===== config.mk =====
export PLATFORM = sky130hd
export DESIGN_NAME = mem_wb_stage
export DESIGN_NICKNAME = d
export VERILOG_FILES = /design/src/rtl/mem_wb_stage.sv
export SDC_FILE = /design/constraint.sdc
export NUM_CORES = 1
export LEC_CHECK = 0
export CORE_AREA = 8 8 183 185
export CTS_BUF_LIST = sky130_fd_sc_hd__clkbuf_4
export CTS_CLUSTER_DIAMETER = 150
export DETAILED_ROUTE_END_ITERATION = 10
export DIE_AREA = 0 0 191 193
export GPL_TIMING_DRIVEN = 0
export PLACE_DENSITY = 0.68
export SYNTH_ARGS = -nofsm -noshare
export SYNTH_HDL_FRONTEND = slang
export SYNTH_SLANG_ARGS = --single-unit

===== constraint.sdc =====
create_clock -name clk -period 3.1 [get_ports clk]
set_input_delay 0.62 -clock clk [delete_from_list [all_inputs] [get_ports clk]]
set_output_delay 0.62 -clock clk [all_outputs]
set_load 0.05 [all_outputs]

===== src/rtl/mem_wb_stage.sv =====
// Memory-access stage with MEM/WB pipeline register: req/ack data port, load extension, store lane steering.
// Optional MEM_PERF_CNT_EN adds saturating load/store/stall event counters.
module mem_wb_stage #(
    parameter int unsigned TIMEOUT = 16
) (
    input  logic        clk,
    input  logic        reset,
    input  logic [4:0]  rd_inp,
    input  logic        MemRead_inp,
    input  logic        MemWrite_inp,
    input  logic        MemtoReg_inp,
    input  logic        RegWrite_inp,
    input  logic [63:0] Result_inp,
    input  logic [63:0] data_inp,
    input  logic [2:0]  funct3_MEM,
    input  logic        flush,
    output logic        mem_req,
    output logic        mem_we,
    output logic [63:0] mem_addr,
    output logic [63:0] mem_wdata,
    output logic [7:0]  mem_be,
    input  logic [63:0] mem_rdata,
    input  logic        mem_ack,
    output logic        stall_out,
    output logic [4:0]  rd_out,
    output logic        RegWrite_out,
    output logic        MemtoReg_out,
    output logic [63:0] Read_Data_out,
    output logic [63:0] Result_out,
    output logic        misalign_err,
    output logic        bus_err
`ifdef MEM_PERF_CNT_EN
    ,
    output logic [31:0] ld_cnt,
    output logic [31:0] st_cnt,
    output logic [31:0] stall_cnt
`endif
);

    localparam int unsigned CNT_W = 8;

    typedef enum logic {S_IDLE, S_WAIT} state_t;

    state_t            r_state, w_state_nxt;
    logic [CNT_W-1:0]  r_cnt, w_cnt_nxt;
    logic [4:0]        r_rd, w_rd_nxt;
    logic              r_rw, w_rw_nxt;
    logic              r_m2r, w_m2r_nxt;
    logic [63:0]       r_rdata, w_rdata_nxt;
    logic [63:0]       r_res, w_res_nxt;
    logic              r_mis, w_mis_nxt;
    logic              r_bus, w_bus_nxt;

    logic [2:0]        w_off;
    logic              w_is_mem, w_aligned, w_legal, w_access, w_timeout;
    logic              w_req, w_stall;
    logic [63:0]       w_lane, w_ext;
    logic [7:0]        w_mask;

    assign w_off    = Result_inp[2:0];
    assign w_is_mem = MemRead_inp | MemWrite_inp;
    assign w_legal  = MemWrite_inp ? ~funct3_MEM[2] : (funct3_MEM != 3'b111);
    assign w_access = w_is_mem & ~flush & w_aligned & w_legal;
    assign w_timeout = (r_cnt == CNT_W'(TIMEOUT - 1));

    // Natural alignment check and byte-lane size mask from the access size
    always_comb begin
        w_aligned = 1'b1;
        w_mask    = 8'h01;
        case (funct3_MEM[1:0])
            2'b00: begin w_aligned = 1'b1;              w_mask = 8'h01; end
            2'b01: begin w_aligned = ~w_off[0];          w_mask = 8'h03; end
            2'b10: begin w_aligned = (w_off[1:0] == 2'b00); w_mask = 8'h0F; end
            default: begin w_aligned = (w_off == 3'b000); w_mask = 8'hFF; end
        endcase
    end

    // Load lane select and sign/zero extension
    always_comb begin
        w_lane = mem_rdata >> {w_off, 3'b000};
        case (funct3_MEM)
            3'b000:  w_ext = {{56{w_lane[7]}},  w_lane[7:0]};
            3'b001:  w_ext = {{48{w_lane[15]}}, w_lane[15:0]};
            3'b010:  w_ext = {{32{w_lane[31]}}, w_lane[31:0]};
            3'b100:  w_ext = {56'b0, w_lane[7:0]};
            3'b101:  w_ext = {48'b0, w_lane[15:0]};
            3'b110:  w_ext = {32'b0, w_lane[31:0]};
            default: w_ext = w_lane;
        endcase
    end

    // Next-state, request/stall and MEM/WB next values; bubble by default
    always_comb begin
        w_state_nxt = r_state;
        w_cnt_nxt   = r_cnt;
        w_req       = 1'b0;
        w_stall     = 1'b0;
        w_rd_nxt    = '0;
        w_rw_nxt    = 1'b0;
        w_m2r_nxt   = 1'b0;
        w_rdata_nxt = '0;
        w_res_nxt   = '0;
        w_mis_nxt   = 1'b0;
        w_bus_nxt   = 1'b0;
        case (r_state)
            S_IDLE: begin
                if (w_access) begin
                    w_req       = 1'b1;
                    w_stall     = 1'b1;
                    w_state_nxt = S_WAIT;
                    w_cnt_nxt   = '0;
                end else if (w_is_mem && !flush) begin
                    w_mis_nxt = 1'b1;
                end else if (!flush) begin
                    w_rd_nxt  = rd_inp;
                    w_rw_nxt  = RegWrite_inp;
                    w_m2r_nxt = MemtoReg_inp;
                    w_res_nxt = Result_inp;
                end
            end
            S_WAIT: begin
                w_req = 1'b1;
                if (mem_ack) begin
                    w_rd_nxt    = rd_inp;
                    w_rw_nxt    = RegWrite_inp & ~MemWrite_inp;
                    w_m2r_nxt   = MemtoReg_inp;
                    w_res_nxt   = Result_inp;
                    w_rdata_nxt = MemRead_inp ? w_ext : 64'd0;
                    w_state_nxt = S_IDLE;
                    w_cnt_nxt   = '0;
                end else if (w_timeout) begin
                    w_req       = 1'b0;
                    w_bus_nxt   = 1'b1;
                    w_state_nxt = S_IDLE;
                    w_cnt_nxt   = '0;
                end else begin
                    w_stall   = 1'b1;
                    w_cnt_nxt = r_cnt + CNT_W'(1);
                end
            end
            default: w_state_nxt = S_IDLE;
        endcase
        // Request and stall must fall immediately while reset is held
        if (!reset) begin
            w_req   = 1'b0;
            w_stall = 1'b0;
        end
    end

    always_ff @(posedge clk or negedge reset) begin
        if (!reset) begin
            r_state <= S_IDLE;
            r_cnt   <= '0;
            r_rd    <= '0;
            r_rw    <= 1'b0;
            r_m2r   <= 1'b0;
            r_rdata <= '0;
            r_res   <= '0;
            r_mis   <= 1'b0;
            r_bus   <= 1'b0;
        end else begin
            r_state <= w_state_nxt;
            r_cnt   <= w_cnt_nxt;
            r_rd    <= w_rd_nxt;
            r_rw    <= w_rw_nxt;
            r_m2r   <= w_m2r_nxt;
            r_rdata <= w_rdata_nxt;
            r_res   <= w_res_nxt;
            r_mis   <= w_mis_nxt;
            r_bus   <= w_bus_nxt;
        end
    end

    assign mem_req       = w_req;
    assign mem_we        = w_req & MemWrite_inp;
    assign mem_addr      = {Result_inp[63:3], 3'b000};
    assign mem_wdata     = data_inp << {w_off, 3'b000};
    assign mem_be        = w_req ? (w_mask << w_off) : 8'h00;
    assign stall_out     = w_stall;
    assign rd_out        = r_rd;
    assign RegWrite_out  = r_rw;
    assign MemtoReg_out  = r_m2r;
    assign Read_Data_out = r_rdata;
    assign Result_out    = r_res;
    assign misalign_err  = r_mis;
    assign bus_err       = r_bus;

`ifdef MEM_PERF_CNT_EN
    logic [31:0] r_ld_cnt, r_st_cnt, r_stall_cnt;
    logic        w_acked;

    assign w_acked = (r_state == S_WAIT) & mem_ack;

    // Saturating event counters
    always_ff @(posedge clk or negedge reset) begin
        if (!reset) begin
            r_ld_cnt    <= '0;
            r_st_cnt    <= '0;
            r_stall_cnt <= '0;
        end else begin
            if (w_acked && MemRead_inp && (r_ld_cnt != '1))
                r_ld_cnt <= r_ld_cnt + 32'd1;
            if (w_acked && MemWrite_inp && (r_st_cnt != '1))
                r_st_cnt <= r_st_cnt + 32'd1;
            if (w_stall && (r_stall_cnt != '1))
                r_stall_cnt <= r_stall_cnt + 32'd1;
        end
    end

    assign ld_cnt    = r_ld_cnt;
    assign st_cnt    = r_st_cnt;
    assign stall_cnt = r_stall_cnt;
`endif

endmodule

Yosys cells after proc, flatten, opt, wreduce, memory -nomap -nowiden
Cells that the tools add are included.
{ "op_classes": {"addsub": 1, "eq_ne": 10, "shift": 3, "muxes": 46, "n_bitwise": 11, "n_reduce_logical": 6} }
{ "op_table": {"columns": ["op", "count"], "rows": [
  ["64-bit two-way mux", 7],
  ["64-bit one-hot mux with 6 select lines", 1],
  ["64-bit one-hot mux with 2 select lines", 1],
  ["64-bit by 6-bit left shift with 64-bit output", 1],
  ["64-bit by 6-bit >> shifter with 64-bit output", 1],
  ["8-bit two-way mux", 4],
  ["8-bit one-hot mux with 3 select lines", 1],
  ["1-bit two-way mux", 21],
  ["5-bit two-way mux", 4],
  ["8-bit one-hot mux with 2 select lines", 1],
  ["5-bit one-hot mux with 2 select lines", 1],
  ["3-bit equality test, second input constant", 3],
  ["8-bit by 1-bit adder with 8-bit output, second input constant", 1],
  ["8-bit by 4-bit equality test with 1-bit output, second input constant", 1],
  ["1-bit one-hot mux with 2 select lines", 4],
  ["8-bit by 3-bit left shift with 8-bit output", 1],
  ["3-bit zero test", 2],
  ["1-bit bitwise AND", 5],
  ["1-bit NOT", 5],
  ["2-bit zero test", 2],
  ["3-bit by 1-bit equality test with 1-bit output, second input constant", 1],
  ["3-bit by 2-bit equality test with 1-bit output, second input constant", 1],
  ["3-bit inequality test, second input constant", 1],
  ["1-bit one-hot mux with 3 select lines", 1],
  ["other kinds (6)", 6]
]} }
{ "word_totals": {"register_bits": 146, "inputBits": 208, "word_cells": 86} }

Logic depth before layout (Yosys ltp)
Gate-level depths: netlist (run 1).
{ "logic_depth": {"depth_word": 8, "mapped_depth": 9, "ltp_nobuf": 7} }

Worst setup path after synthesis (run 1)
OpenSTA, ideal clock, no wires.
{ "synth_timing": {"kind": "input to output", "from": "input funct3_MEM[0]", "to": "output mem_be[3]", "arrival_ns": 2.882, "required_time_ns": 2.480, "slack_ns": -0.402, "stages": 7, "path_cell_list": "buf_6 > or2_1 > a211oi_2 > a31oi_2 > or2_1 > buf_6 > nor3_1"} }
{ "synth_via": {"elab_chain_cells": 8, "word_cells_on_any_way": 14, "classes_between": "3 x eq/ne; 1 x shift; 7 x mux; 2 x bitwise; 1 x reduce/logical"} }
{ "synth_lines": {"columns": ["item", "line_no", "rtl"], "rows": [
  ["start: declaration", "15", "input logic [2:0] funct3_MEM,"],
  ["2-bit equality test, or another cell as far along", "70", "case (funct3_MEM[1:0])"],
  ["1-bit one-hot mux with 3 select lines", "70", null],
  ["1-bit bitwise AND (2 in series)", "63", "assign w_access = w_is_mem & ~flush & w_aligned & w_legal;"],
  ["1-bit two-way mux", "107", "if (w_access) begin"],
  ["1-bit one-hot mux with 2 select lines", "105", "case (r_state)"],
  ["1-bit two-way mux", "144", "if (!reset) begin"],
  ["8-bit two-way mux *", "178", "assign mem_be = w_req ? (w_mask << w_off) : 8'h00;"],
  ["end: declaration", "21", "output logic [7:0] mem_be,"]
]} }
Mark *: on every way between the ends. The rest lies on a longest branch, timed or not.

Worst setup path in the final report (run 1)
{ "layout_timing": {"from": "input mem_ack", "to": "output mem_be[0]"} }
{ "layout_via": {"elab_chain_cells": 4} }
{ "layout_lines": {"columns": ["item", "line_no", "rtl"], "rows": [
  ["start: declaration", "23", "input logic mem_ack,"],
  ["1-bit two-way mux", "123", "if (mem_ack) begin"],
  ["1-bit one-hot mux with 2 select lines", "105", null],
  ["1-bit two-way mux", "144", null],
  ["8-bit two-way mux", "178", null]
]} }
Every way passes these cells.

==> results of run 1 <==
[per-stage QoR]
stage	setup slack (ps)	util	power [mW]
after floorplan	1.123	-	3.324
after global placement	-5269	0.4645	4.281
after detailed placement	-1766	0.4655	4.291
after CTS	-120.6	0.4798	5.419
after global routing	-165.7	0.4822	5.635
final	-72.81	0.4822	5.405
[worst max-delay path, cell delays in order]
cell	delay (ps)
clkdlybuf4s50_1	530
nand2b_4	220
or4_4	520
nand2_1	80
or2_1	120
buf_6	130
inv_4	40
and2_4	150
buf_8	140
[placed cells by master (no fill, tap or decap), types with 4 or more instances in the layout]
cell type        Yosys  final
clkinvlp_4           0      4
clkbuf_4             0     27
o22ai_1              8      8
a22oi_1              9      9
nor2b_1             70     68
o21ai_1              1     15
and2_1              22     20
buf_2               24     40
mux2_2              41     41
clkbuf_8             0      5
nand3_1              7      6
a32oi_1             14     14
and3_1               4      4
buf_8                0      5
mux2i_1             69     68
nor2_1             116    114
o21ai_0             58     43
dfrtp_1            146    146
mux4_2              15     15
a2bb2oi_1            7      7
a21oi_1            119    117
diode_2              0      4
clkdlybuf4s50_1      0    398
clkdlybuf4s15_2      0     17
clkinv_1             0      4
clkbuf_2             0      5
buf_4               74    100
clkbuf_1            33     16
nand2_1             72     72
buf_6               10     34
[cells by family after synthesis]
kind of cell | count (synthesis) | share of synthesized area
flip-flops | 146 | 0.4056
XOR/XNOR | 2 | 0.001945
AND/OR/NAND/NOR | 318 | 0.1725
multiplexers | 125 | 0.1654
adder cells (fa/ha/maj) | 1 | 0.001389
buffers and inverters | 147 | 0.1038
AO/OA/AOI/OAI | 231 | 0.1489
other | 1 | 0.0004163
[area by class of cell]
type                            count  share of cell area
Multi-Input combinational cell    680              0.3048
Sequential cell                   146              0.2458
Clock inverter                     12            0.006313
Clock buffer                       19            0.009596
Buffer                            140             0.07475
Antenna cell                        4           0.0006734
Tap cell                          402             0.03384
Timing Repair Buffer              495              0.3228
Inverter                            5            0.001431
[routing by layer]
| metal | track usage | routed length (um) |
|---|---|---|
| met1 | 0.2611 | 16690 |
| met2 | 0.4213 | 23060 |
| met3 | 0.07482 | 4653 |
| met4 | 0.09785 | 1464 |
| met5 | 0 | 27 |
[worst max-delay path by stage]
stage | to | depth (start not counted)
6_report | mem_be[0] | 9
3_5_place_dp | mem_wdata[1] | 7
5_1_grt | mem_be[3] | 8
4_1_cts | mem_be[3] | 8
3_3_place_gp | mem_be[3] | 6
2_1_floorplan | mem_be[5] | 7
[synth_stat cells, types with 15 or more instances]
cell type / n
mux4_2: 15
buf_4: 74
nor2_1: 116
nand2_1: 72
o21ai_0: 58
and2_1: 22
mux2_2: 41
dfrtp_1: 146
nor2b_1: 70
clkbuf_1: 33
mux2i_1: 69
a21oi_1: 119
buf_2: 24
[what timing repair did]
item / in CTS / in global routing
setup endpoints to repair: 75 / 39
resized for setup: 442 / 39
gates cloned: 0 / 0
endpoints found under the hold margin: 52 / 0
hold buffers: 2 / 0
pin swaps: 7 / 1
buffers inserted: 7 / 7
[power breakdown]
part	internal, mW	leakage, nW	switching [mW]
Clock	0.396	0.120	0.721
Combinational	0.874	4.41	1.41
Sequential	1.98	2.01	0.0240
[flip-flops by register name, summed over array words and instances (netlist names), 5 cells and up]
register	flops
Read_Data_out	64
r_cnt	8
rd_out	5
Result_out	64
==> results.txt, run 1 <==
synthesized area = 9007 um^2
largest net degree at the start of global routing = 97
Yosys top cell area share = 0.4056
worst r2r src = r_state
core area = 30820 um^2
die area = 36860 um^2
Area Growth Syn to Fin = 65.02%
Overflow after GRT = 0
Port Buffers = 478
leak pwr = 6.537 nW
Post-DP Area = 14350 um^2
outcome = complete, but fails checks
Max-Cap Viols = 0
share of layout cells above drive strength 1 = 0.2238
fin cells = 1903
Post-Route Setup TNS = -522.5 ps
max_slew headroom = 0.4793
Synth Warn # = 0
CTS Buf Count = 17
worst setup path startpoint = mem_ack
critical path arrival = 2550 ps
vias per std cell = 5.136
worst setup margin = -72.81 ps
Clock Path Buffers = 2
top cells by area, synth = dfrtp_1, mux2i_1, a21oi_1, buf_4, mux2_2
Inst Count DP = 1854
die height = 193 um
post-synth top area cell = dfrtp_1
gpl congestion = 1.020
Post-Route WL = 45900 um
fmax = 315.2 MHz
crit share post-route = 1.023
DRT iter0 DRCs = 773
Rows = 65
worst vdd ir = 0.1895 mV
number of nets with antenna violations after routing = 0
Ports = 484
Yosys reg bits = 146
final slew viol count = 0
Power per Cell Area = 363.6 nW/um^2
CTS Sinks = 146
Nets = 1694
Max Clock Skew = 42.56 ps
via count = 9773
CP required = 2480 ps
area of the multi-input gates = 4531 um^2
clk_lat worst skew = 600 ps
RSZ-0062 raised after global routing = yes
drt drc = 0
worst-case reg-to-reg path depth = 6
Setup Viol. Count Final = 10
Detailed Place HPWL = 36870 um
startpoint types = primary input
failing checks = negative setup slack
htree depth = 4
min cycle time layout = 3173 ps
register area share after synthesis = 0.4056
R2R setup slack = 940 ps
first-pass GRT wire length = 65000 um
clock-pin slew on the worst setup and hold paths = 110 ps
Critical R2R Capture = Read_Data_out[34]
class of the worst hold path = in -> async
Setup crit end kind = output port
Root Buffer = clkbuf_4
Starting Density = 0.2922
final hold violation count = 0
number of global-route vias before repair = 10.07k
Synth async-reset ratio = 1.000
Synth cell types = 53
syn avg cell area = 9.276 um^2
worst-margin pin slew = 781.0 ps
CTS tree = built
Layout fillers = 2956
WS Path Type = in -> out
Hold Slack = 44.11 ps
Top FF cell, synth = dfrtp_1
DRT Pass-1 Iters = 5
DIE WIDTH = 191 um
worst-path fanout max = 7
register area = 3654 um^2
Mapped Cells = 971
Finished Cell Area = 14860 um^2
number of synthesized flops with an enable pin = 0
antenna violations before repair = 6
WL/cell = 24.12 um
total track usage = 0.2380
(Power assumes the default switching activity.)
==> run 2: changes to the inputs <==
- SKIP_CTS_REPAIR_TIMING: default -> 1
- SLEW_MARGIN: default -> 5
==> results.txt, run 2 (synthesis results as in run 1) <==
outcome = complete, but fails checks
failing checks = negative setup slack
CTS Buf Count = 17 (unchanged)
max_slew headroom = 0.4164 (-0.06296)
htree depth = 4 (unchanged)
total track usage = 0.2371 (-0.0009230)
Nets = 1694 (unchanged)
WS Path Type = in -> out
CP required = 2480 ps (about the same)
Max-Cap Viols = 0 (unchanged)
worst-case reg-to-reg path depth = 6 (unchanged)
commonest non-fill, non-tap cell in the layout = clkdlybuf4s50_1
CTS tree = built
clk_lat worst skew = 580 ps (-20 ps)
drt drc = 0 (unchanged)
leak pwr = 6.688 nW (+2.3%)
core area = 30820 um^2 (unchanged)
Clock Path Buffers = 2 (unchanged)
worst-margin pin slew = 872.2 ps (+91.21 ps)
antenna violations before repair = 9 (+3)
Max Clock Skew = 32.51 ps (-10.05 ps)
RSZ-0062 raised after global routing = yes
clock-pin slew on the worst setup and hold paths = 110 ps (about the same)
Inst Count DP = 1855 (+0.054%)
critical path arrival = 2630 ps (+80 ps)
worst-path fanout max = 8 (+1)
routing usage on met1 = 0.2588 (-0.002344)
GR peak layer = met2
DRT Pass-1 Iters = 6 (+1)
number of global-route vias before repair = 10.10k (+0.31%)
fmax = 308.1 MHz (-2.3%)
via count = 9787 (+0.14%)
register area = 3654 um^2 (unchanged)
class of the worst hold path = in -> async
Post-Route WL = 46610 um (+1.5%)
vias per std cell = 5.143 (+0.14%)
WL/cell = 24.49 um (+1.5%)
most frequent cells in the layout = clkdlybuf4s50_1, dfrtp_1, nor2_1
DIE WIDTH = 191 um (unchanged)
min cycle time layout = 3246 ps (+73.40 ps)
final hold violation count = 0 (unchanged)
Area Growth Syn to Fin = 64.77%
first-pass GRT wire length = 64900 um (-0.16%)
Overflow after GRT = 0 (unchanged)
worst setup margin = -146.2 ps (-73.40 ps)
fin util = 0.4815 (-0.0007310)
Ports = 484 (unchanged)
final slew viol count = 0 (unchanged)
M3 GR Usage = 0.07626 (+0.001439)
met2 Use GR = 0.4163 (-0.005046)
crit share post-route = 1.047 (+0.02368)
startpoint types = primary input
gpl congestion = 1.020 (unchanged)
DRT iter0 DRCs = 845 (+9.3%)
Port Buffers = 478 (unchanged)
die area = 36860 um^2 (unchanged)
number of nets with antenna violations after routing = 0 (unchanged)
area of the multi-input gates = 4537 um^2 (+0.14%)
Setup Viol. Count Final = 10 (unchanged)
Starting Density = 0.2922 (unchanged)
die height = 193 um (unchanged)
largest net degree at the start of global routing = 54 (-44%)
Rows = 65 (unchanged)
share of layout cells above drive strength 1 = 0.2182 (-0.005575)
CTS Sinks = 146 (unchanged)
Root Buffer = clkbuf_4
worst vdd ir = 0.1818 mV (-4.1%)
Power per Cell Area = 361.8 nW/um^2 (-0.49%)
Layout fillers = 2935 (-0.71%)
Setup crit end kind = output port
fin cells = 1903 (unchanged)
Detailed Place HPWL = 36820 um (-0.11%)
-- run 2: cell types whose count changed in the layout (fill, tap and decap cells not counted), moves of 5 or more --
cell,before,now
clkbuf_2,5,46
buf_2,40,12
clkdlybuf4s15_2,17,0
buf_4,100,87
dlymetal6s2s_1,0,10
clkbuf_4,27,35
clkbuf_8,5,0
-- run 2: report_power, final --
| part | switching, mW | leakage, nW | internal (mW) |
|---|---|---|---|
| registers | 0.0242 | 2.01 | 1.98 |
| logic | 1.42 | 4.55 | 0.874 |
| clock network | 0.663 | 0.130 | 0.410 |
-- run 2: critical path: stages --
cell and delay, ps:
clkdlybuf4s50_1 430, or2_1 240, a211oi_2 290, a31oi_4 140, or2_1 240, buf_6 150, buf_4 130, nor3_2 180
buf_6 190
-- run 2: layout make-up --
| cell class | count | area share |
|---|---|---|
| inverter | 5 | 0.001433 |
| sequential | 146 | 0.2462 |
| clock buffer | 21 | 0.01062 |
| clock inverter | 7 | 0.004384 |
| tap | 402 | 0.03389 |
| buffer | 140 | 0.07309 |
| multi-input combinational | 680 | 0.3057 |
| antenna | 7 | 0.001180 |
| timing repair buffer | 495 | 0.3236 |
-- run 2: worst paths after layout --
check | from | end | slack [ps]
setup reg to reg | r_state | Read_Data_out[34] | 880
hold reg to reg | r_cnt[0] | r_cnt[0] | 530
setup / recovery | funct3_MEM[1] | mem_be[5] | -150
hold / removal | reset | Result_out[30] | 90
min in group clk | MemWrite_inp | RegWrite_out | 410
max in group asynchronous | reset | Read_Data_out[41] | 1870
-- run 2: per-stage QoR --
stage          setup TNS (ps)  power (mW)  setup WS (ps)  hold WS [ps]  area [um^2]
6_report               -659.8       5.370         -146.2         89.79        14840
5_1_grt                 -1828       5.612         -252.3         33.02        14840
4_1_cts                -93880       5.400          -1836        -46.29        14600
3_5_place_dp           -94070       4.295          -1785         516.7        14380
3_3_place_gp          -809000       4.281          -5269         510.3        14320
2_1_floorplan               0       3.324          1.123         324.4         9031
-- run 2: metal layers --
metal  part of all wire  wire length, um
met1               0.36            16670
met2               0.50            23380
met3               0.10             4711
met4              0.037             1744
met5             0.0021               98
